### src/rtl/rpn_stack_ctrl.sv
// Reverse-Polish evaluation controller driving an external LIFO stack.
// Optional build macro RPN_FLAG_CHECK_EN: cross-checks the stack's empty/full flags against the internal depth.
module rpn_stack_ctrl #(
    parameter int WIDTH = 8,
    parameter int DEPTH = 8
) (
    input  logic                         clk,
    input  logic                         reset_n,
    input  logic                         tok_valid,
    output logic                         tok_ready,
    input  logic                         tok_is_op,
    input  logic [WIDTH-1:0]             tok_data,
    output logic                         stk_enable,
    output logic                         stk_push_pop,
    output logic [WIDTH-1:0]             stk_data_in,
    input  logic [WIDTH-1:0]             stk_data_out,
    input  logic                         stk_empty,
    input  logic                         stk_full,
    output logic                         res_valid,
    output logic [WIDTH-1:0]             res_data,
    output logic [$clog2(DEPTH+1)-1:0]   depth,
    output logic                         err,
    output logic [2:0]                   err_code
);

    localparam int DW = $clog2(DEPTH + 1);
    localparam logic [DW-1:0] DEPTH_MAX = DW'(DEPTH);

    localparam logic [2:0] OP_ADD = 3'd0;
    localparam logic [2:0] OP_SUB = 3'd1;
    localparam logic [2:0] OP_AND = 3'd2;
    localparam logic [2:0] OP_OR  = 3'd3;
    localparam logic [2:0] OP_RES = 3'd7;

    localparam logic [2:0] E_OVERFLOW  = 3'd1;
    localparam logic [2:0] E_UNDERFLOW = 3'd2;
    localparam logic [2:0] E_FLAGS     = 3'd3;
    localparam logic [2:0] E_ILLEGAL   = 3'd4;

    typedef enum logic [2:0] {
        S_IDLE, S_PUSH, S_POP_B, S_POP_A, S_LATCH_A, S_PUSH_R, S_OUT, S_ERR
    } state_t;

    state_t           state, next_state;
    logic [2:0]       next_code;
    logic [2:0]       op_q;
    logic [WIDTH-1:0] b_q;
    logic             accept;
    logic             flag_mismatch;

    assign accept = tok_valid & tok_ready;

`ifdef RPN_FLAG_CHECK_EN
    assign flag_mismatch = (stk_empty != (depth == '0)) || (stk_full != (depth == DEPTH_MAX));
`else
    logic unused_flags;
    assign unused_flags  = stk_empty ^ stk_full;
    assign flag_mismatch = 1'b0;
`endif

    // a is the deeper element (second pop), b the former top of stack.
    function automatic logic [WIDTH-1:0] alu(input logic [2:0] op,
                                             input logic [WIDTH-1:0] a,
                                             input logic [WIDTH-1:0] b);
        case (op)
            OP_ADD:  return a + b;
            OP_SUB:  return a - b;
            OP_AND:  return a & b;
            OP_OR:   return a | b;
            default: return '0;
        endcase
    endfunction

    // NOTE: every variable written here gets a default first so no latch is inferred.
    always_comb begin
        next_state = state;
        next_code  = 3'd0;
        case (state)
            S_IDLE: begin
                if (flag_mismatch) begin
                    next_state = S_ERR;
                    next_code  = E_FLAGS;
                end else if (accept) begin
                    if (!tok_is_op) begin
                        if (depth == DEPTH_MAX) begin
                            next_state = S_ERR;
                            next_code  = E_OVERFLOW;
                        end else begin
                            next_state = S_PUSH;
                        end
                    end else begin
                        case (tok_data[2:0])
                            OP_ADD, OP_SUB, OP_AND, OP_OR: begin
                                if (depth < DW'(2)) begin
                                    next_state = S_ERR;
                                    next_code  = E_UNDERFLOW;
                                end else begin
                                    next_state = S_POP_B;
                                end
                            end
                            OP_RES: begin
                                if (depth == '0) begin
                                    next_state = S_ERR;
                                    next_code  = E_UNDERFLOW;
                                end else begin
                                    next_state = S_POP_B;
                                end
                            end
                            default: begin
                                next_state = S_ERR;
                                next_code  = E_ILLEGAL;
                            end
                        endcase
                    end
                end
            end
            S_PUSH:    next_state = S_IDLE;
            S_POP_B:   next_state = (op_q == OP_RES) ? S_OUT : S_POP_A;
            S_POP_A:   next_state = S_LATCH_A;
            S_LATCH_A: next_state = S_PUSH_R;
            S_PUSH_R:  next_state = S_IDLE;
            S_OUT:     next_state = S_IDLE;
            S_ERR:     next_state = S_ERR;
            default:   next_state = S_IDLE;
        endcase
    end

    // Outputs are registered from next_state so each strobe lines up with its state.
    // NOTE: sequential state uses non-blocking assignments to avoid simulation races.
    always_ff @(posedge clk or negedge reset_n) begin
        if (!reset_n) begin
            state        <= S_IDLE;
            tok_ready    <= 1'b0;
            stk_enable   <= 1'b0;
            stk_push_pop <= 1'b0;
            stk_data_in  <= '0;
            res_valid    <= 1'b0;
            res_data     <= '0;
            depth        <= '0;
            err          <= 1'b0;
            err_code     <= 3'd0;
            op_q         <= 3'd0;
            b_q          <= '0;
        end else begin
            state        <= next_state;
            tok_ready    <= (next_state == S_IDLE);
            stk_enable   <= (next_state == S_PUSH) || (next_state == S_POP_B) ||
                            (next_state == S_POP_A) || (next_state == S_PUSH_R);
            stk_push_pop <= (next_state == S_PUSH) || (next_state == S_PUSH_R);
            res_valid    <= (state == S_OUT);

            if (state == S_IDLE && accept) begin
                op_q <= tok_data[2:0];
                if (!tok_is_op) begin
                    stk_data_in <= tok_data;
                end
            end

            // Popped data appears one cycle after its strobe.
            if (state == S_POP_A) begin
                b_q <= stk_data_out;
            end
            if (state == S_LATCH_A) begin
                stk_data_in <= alu(op_q, stk_data_out, b_q);
            end
            if (state == S_OUT) begin
                res_data <= stk_data_out;
            end

            case (state)
                S_PUSH:          depth <= depth + DW'(1);
                S_PUSH_R, S_OUT: depth <= depth - DW'(1);
                default:         depth <= depth;
            endcase

            if (next_state == S_ERR && state != S_ERR) begin
                err      <= 1'b1;
                err_code <= next_code;
            end
        end
    end

endmodule
### config.mk
export PLATFORM = sky130hd
export DESIGN_NAME = rpn_stack_ctrl
export DESIGN_NICKNAME = d
export VERILOG_FILES = /design/src/rtl/rpn_stack_ctrl.sv
export SDC_FILE = /design/constraint.sdc
export NUM_CORES = 1
export LEC_CHECK = 0
export BUFFER_PORTS_ARGS = -buffer_cell sky130_fd_sc_hd__buf_2
export CAP_MARGIN = 15
export CORE_MARGIN = 2
export CORE_UTILIZATION = 60
export CTS_CLUSTER_SIZE = 28
export DETAILED_ROUTE_END_ITERATION = 6
export GPL_ROUTABILITY_DRIVEN = 0
export PLACE_DENSITY = 0.88
export SYNTH_ARGS = -nofsm -noshare
export SYNTH_HDL_FRONTEND = slang
export SYNTH_SLANG_ARGS = --single-unit
export TNS_END_PERCENT = 50
### constraint.sdc
create_clock -name clk -period 4.53 [get_ports clk]
set_clock_uncertainty 0.2 [all_clocks]
set_input_delay 0.906 -clock clk [delete_from_list [all_inputs] [get_ports clk]]
set_output_delay 0.906 -clock clk [all_outputs]
set_load 0.03 [all_outputs]
==> reports/metrics.yaml, run 1 <==
synth:
  synth_mux_area_share_pct: 7.499
  synth_fa_ha_area_share_pct: 9.492
  synth_compound_gate_area_share_pct: 18.37
  synthFlopType: "dfrtp_1"
  syn_area_mm2: 0.002636
  async_flop_share_pct: 100.0
  synth_cell_types: 62
  ys_ff_latch: 42
  yosysSeqAreaShare_pct: 39.87
  yosys_warnings: 0
  synthSimpleGateAreaFrac_pct: 17.66
  synth_top_family_by_area: "compound AO/OA/AOI/OAI gates"
  syn-num-nets: 300
  synthCells: 264
  synth_edf_count: 0
  avgSynthCellArea_um2: 9.986
  synth-xor-area-share_pct: 3.654
drt:
  via_count: 2153
  drtIter0Drc: 156
  final_antenna_net_count: 0
  route.detailed.drc: 0
  wl_per_cell_um: 16.39
  first_pass_iters: 5
  via_per_inst: 5.948
  drt_wl_total_um: 5932
run:
  cap_violations: 0
clock_network:
  cts_tree: "built"
  cts_htree_levels: 2
  postCtsHoldBufs: 0
  clock_sinks: 42
  numCtsBuffers: 5
  clock_latency_ns: 0.30
  postCtsResizedCells: 0
  clk_pin_slew_ns: 0.09
  cts.path.max_buffers: 2
  cts-root-buf: "clkbuf_8"
  postCtsSetupBuffers: 0
finish:
  postLayoutCoreUtil_pct: 69.87
  layout_commonest_cell: "buf_2"
  drive_above_1_share_pct: 27.74
  nNetsFinal: 345
  stdcell_count: 362
  final.fill_count: 311
  area_growth_pct: 13.81
  layout_common_cells: "buf_2 (47), dfrtp_1 (42), nand2_1 (27), a21oi_1 (20), nor2_1 (18)"
  fin_area_mm2: 0.003000
  num_antenna_cells: 0
power:
  power.leakage_nw: 1.381
  vdd_ir_drop_max_uv: 456.1
  powerDensity_mw_per_mm2: 893.8
  total_power_mw: 2.682
floorplanning:
  die_h_um: 70.29
  boundaryPins: 50
  die_area_mm2: 0.004940
  core_mm2: 0.004294
  row_count: 24
  start_util_pct: 61.39
  fp.dieW_um: 70.29
timing:
  slew_viol_final: 0
  finalCriticalPeriod_ns: 3.103
  setup_viol: 0
  finalWorstSetupSlack_ns: 1.427
  hold_slack_ns: 0.2548
  timing.fmax_mhz: 322.3
  fin_tns_setup_ns: 0
  slew-limit-headroom_pct: 38.67
  hold_viol: 0
  rsz0062_at_grt: "no"
  min_period_over_period_pct: 68.50
  tightest_slew_ns: 0.9200
grt:
  grt_start_max_net_pins: 43
  gr-total-overflow: 0
  antenna_found_initial: 0
  track_usage_pct: 25.41
  grt_pass1_wl_um: 9998
  grt_pass1_vias: 2105
worst_setup_path:
  worst-setup-path-type: "flip-flop to flip-flop"
  worstPathRequired_ns: 4.56
  startpoint: "op_q[0]"
  ff2ff_setup_slack_ns: 1.43
  cp_slowest_cell: "dfrtp_1"
  path_cells: "nor3b_2, mux2_2, inv_1, ha_1, nor2b_1, o31a_1, o21ai_0, a2111o_1, a21oi_1"
  critPathArrivalTime_ns: 3.13
  crit-reg2reg-capture: "stk_data_in[5]"
  cp-start-kind: "flip-flop"
  crit_path_end: "stk_data_in[5]"
  crit_family: "compound AO/OA/AOI/OAI gates"
  r2r_start: "op_q[0]"
  cp.depth: 9
  rr_worst_depth: 9
  max_stage_delay_ns: 0.61
  crit_fanout: 13
  critPathBufInv: 1
  critPathCaptureType: "flip-flop"
min_path:
  hold_path_class: "flip-flop to flip-flop"
placement:
  dp_cells: 354
  io_buffers: 47
  placed_cell_area_mm2: 0.002890
  hpwl_um: 4187
  detailedPlace.worstSlack_ns: 1.548
outcome:
  status: "complete, no violations"
-- Yosys cell counts (2+ instances only) --
master    instances  share of area (%)
inv_1            11                1.6
mux2i_1           4                1.5
o31a_1            2               0.66
nor2b_1           4               0.95
a21oi_1          20                3.8
xnor2_1          10                3.3
dfrtp_1          42                 40
clkbuf_1          3               0.43
nor3_1            7                1.3
o21ai_1           6                1.1
nand3b_1          2               0.57
nand2b_1          5                1.2
a21boi_1          2               0.57
a211o_1           2               0.66
nor2_1           18                2.6
fa_1              2                1.5
o21a_1            2               0.57
a22oi_1           3               0.85
o22ai_1           2               0.47
buf_2             4               0.76
a31oi_1           6                1.4
mux2_2           14                6.0
a41oi_1           2               0.66
ha_1             12                5.7
and3_1            2               0.47
maj3_1            6                2.3
nand2_1          27                3.8
o21ai_0          10                1.9
-- flip-flops by register name, indices dropped and copies added, names as in the netlist, 3 cells and up --
signal and flops:
stk_data_in 8, res_data 8, op_q 3, b_q 8
err_code 3, depth 4, state 3
-- worst min path at each step --
stage,slack (ns),end,start,depth (start not counted)
6_report,0.25,err,err,1
5_1_grt,0.29,err,err,1
4_1_cts,0.26,err,err,1
3_5_place_dp,0.24,err,err,1
3_3_place_gp,0.24,err,err,1
2_1_floorplan,0.31,b_q[1],b_q[1],2
-- power by group --
group	switching, mW	internal, mW
combinational	0.942	0.661
sequential	0.222	0.557
clock	0.135	0.165
-- metal layers --
metal	track usage [%]	up-vias	share of wire (%)	wire length (µm)
met5	0	-	0	0
met4	9.188	0	1.1	68
met3	5.628	8	5.8	346
met2	39.83	78	49	2889
met1	34.72	1032	44	2628
li1	-	1035	-	-
-- cell type report --
class                           instances  area (µm²)  area share, %
Clock buffer                            6       72.57          2.419
Clock inverter                          2       37.54          1.251
Inverter                               12       45.04          1.501
Multi-Input combinational cell        201        1494          49.79
Sequential cell                        42        1051          35.03
Tap cell                               52       65.06          2.168
Timing Repair Buffer                   47       235.2          7.840
-- cells by family (layout without fill, tap and decap cells) --
group | Yosys count | after routing
and+or+nand+nor | 82 | 82
AOI/OAI and AO/OA | 70 | 70
DFF | 42 | 42
buffers and inverters | 21 | 67
adders and majority gates | 20 | 20
muxes | 18 | 18
xor gates and xnor gates | 11 | 11
Power figures use the tool's default switching activity.
==> run 2, diff against run 1 <==
--- a/config.mk
+++ b/config.mk
@@ -8,11 +8,11 @@
 export BUFFER_PORTS_ARGS = -buffer_cell sky130_fd_sc_hd__buf_2
 export CAP_MARGIN = 15
 export CORE_MARGIN = 2
-export CORE_UTILIZATION = 60
+export CORE_UTILIZATION = 50
 export CTS_CLUSTER_SIZE = 28
 export DETAILED_ROUTE_END_ITERATION = 6
 export GPL_ROUTABILITY_DRIVEN = 0
-export PLACE_DENSITY = 0.88
+export PLACE_DENSITY = 0.79
 export SYNTH_ARGS = -nofsm -noshare
 export SYNTH_HDL_FRONTEND = slang
 export SYNTH_SLANG_ARGS = --single-unit
==> constraint.sdc (replaced) <==
create_clock -name clk -period 2.85 [get_ports clk]
set_clock_uncertainty 0.2 [all_clocks]
set_input_delay 0.57 -clock clk [delete_from_list [all_inputs] [get_ports clk]]
set_output_delay 0.57 -clock clk [all_outputs]
set_load 0.03 [all_outputs]
==> run 2 against run 1 <==
Against the previous run: routed wire length down 3.7%; register-to-register slack worse by 1.2 ns; largest cell class unchanged; worst hold slack worse by 0.074 ns; power is 64% higher; largest power group unchanged; highest routed layer unchanged.
==> reports/metrics.yaml, run 2 (synthesized netlist as in run 1, its figures left out) <==
outcome:
  status: "complete, no violations"
clock_network:
  cts-root-buf: "clkbuf_8"
  cts_htree_levels: 2
  cts.path.max_buffers: 2
  cts_tree: "built"
  postCtsSetupBuffers: 0
  clock_sinks: 42
  numCtsBuffers: 5
  postCtsResizedCells: 0
  clock_latency_ns: 0.31
  postCtsHoldBufs: 0
  clk_pin_slew_ns: 0.09
finish:
  num_antenna_cells: 0
  top_regs: "b_q x8, res_data x8, stk_data_in x8"
  drive_above_1_share_pct: 30.19
  layout_commonest_cell: "buf_2"
  stdcell_count: 388
  postLayoutCoreUtil_pct: 61.12
  area_growth_pct: 18.41
  layout_common_cells: "buf_2 (47), dfrtp_1 (42), nand2_1 (27), a21oi_1 (20), nor2_1 (18)"
  nNetsFinal: 353
worst_setup_path:
  cp_slowest_cell: "dfrtp_1"
  max_stage_delay_ns: 0.43
  startpoint: "op_q[1]"
  worstPathRequired_ns: 2.89
  crit_fanout: 4
  cp.depth: 8
  worst-setup-path-type: "flip-flop to flip-flop"
  rr_worst_depth: 8
  path_cells: "nor3b_4, mux2_2, fa_1, nor2b_1, o31a_1, mux2i_1, a21oi_1, o21ai_1"
  crit_path_end: "stk_data_in[6]"
  critPathBufInv: 0
  cp-start-kind: "flip-flop"
  crit_family: "multiplexers"
  ff2ff_setup_slack_ns: 0.18
  crit-reg2reg-capture: "stk_data_in[6]"
  critPathCaptureType: "flip-flop"
  r2r_start: "op_q[1]"
  critPathArrivalTime_ns: 2.71
grt:
  grt_pass1_vias: 2003
  grt.met3_usage_pct: 4.976
  antenna_found_initial: 0
  grt_start_max_net_pins: 43
  grt_pass1_wl_um: 9701
  gr-total-overflow: 0
  met1_usage_pct: 28.73
  use_met2_pct: 32.92
  busiest_layer: "met2"
  track_usage_pct: 21.05
floorplanning:
  die_area_mm2: 0.005869
  fp.dieW_um: 76.61
  row_count: 26
  die_h_um: 76.61
  start_util_pct: 51.62
  boundaryPins: 50
  core_mm2: 0.005107
drt:
  first_pass_iters: 4
  via_count: 2102
  route.detailed.drc: 0
  drt_wl_total_um: 5714
  drtIter0Drc: 118
  via_per_inst: 5.418
  wl_per_cell_um: 14.73
  final_antenna_net_count: 0
timing:
  slew_viol_final: 0
  slew-limit-headroom_pct: 39.30
  rsz0062_at_grt: "no"
  hold_viol: 0
  min_period_over_period_pct: 93.71
  tightest_slew_ns: 0.9105
  finalCriticalPeriod_ns: 2.671
  setup_viol: 0
  timing.fmax_mhz: 374.4
  finalWorstSetupSlack_ns: 0.1793
  fin_tns_setup_ns: 0
power:
  powerDensity_mw_per_mm2: 1413
  vdd_ir_drop_max_uv: 675.3
  power.leakage_nw: 1.440
run:
  cap_violations: 0
placement:
  dp_cells: 380
  io_buffers: 47
  hpwl_um: 4286
  detailedPlace.worstSlack_ns: 0.2309
min_path:
  hold_path_class: "input pin to async pin"
==> run 2: cell types whose count changed in the layout (fill, tap and decap cells not counted), sizes merged <==
cell      before  now
bufinv         1    2
clkinvlp       1    0
clkinv         0    1
buf           47   55
clkbuf         6    5
==> run 2: per-layer routing <==
metal	vias to the layer above	share of wire [%]	routed length [µm]
met1	995	47	2693
met3	9	4.2	240
li1	1052	-	-
met4	0	1.6	94
met2	46	47	2686
met5	-	0	0
==> run 2: report_power, final <==
group / switching, mW / internal [mW]
combinational: 1.57 / 1.12
sequential: 0.257 / 0.888
clock: 0.225 / 0.351
total: 2.05 / 2.36
==> run 2: how the worst min path moves through the flow <==
| stage | startpoint | endpoint | slack, ns | depth (start not counted) |
|---|---|---|---|---|
| after floorplan | reset_n | b_q[0] | 0.07 | 0 |
| after global placement | err | err | 0.24 | 1 |
| after detailed placement | err | err | 0.25 | 1 |
| after CTS | reset_n | stk_data_in[1] | 0.23 | 1 |
| after global routing | reset_n | stk_data_in[1] | 0.27 | 1 |
| final | reset_n | res_data[4] | 0.18 | 1 |
==> run 2: through the flow <==
stage	hold slack (ns)	area, µm²	total power [mW]
2_1_floorplan	0.07441	2636	3.173
3_3_place_gp	0.2365	2973	3.721
3_5_place_dp	0.2462	2973	3.810
4_1_cts	0.2257	3110	4.407
5_1_grt	0.2703	3122	4.781
6_report	0.1811	3122	4.410
==> run 2: area by class of cell <==
type	count	area [µm²]
well taps	70	87.58
flip-flops and latches	42	1051
multi-input cells	201	1505
fillers	432	1986
repair buffers	55	295.3
clock buffers	5	68.82
inverters	12	45.04
clock inverters	3	68.82
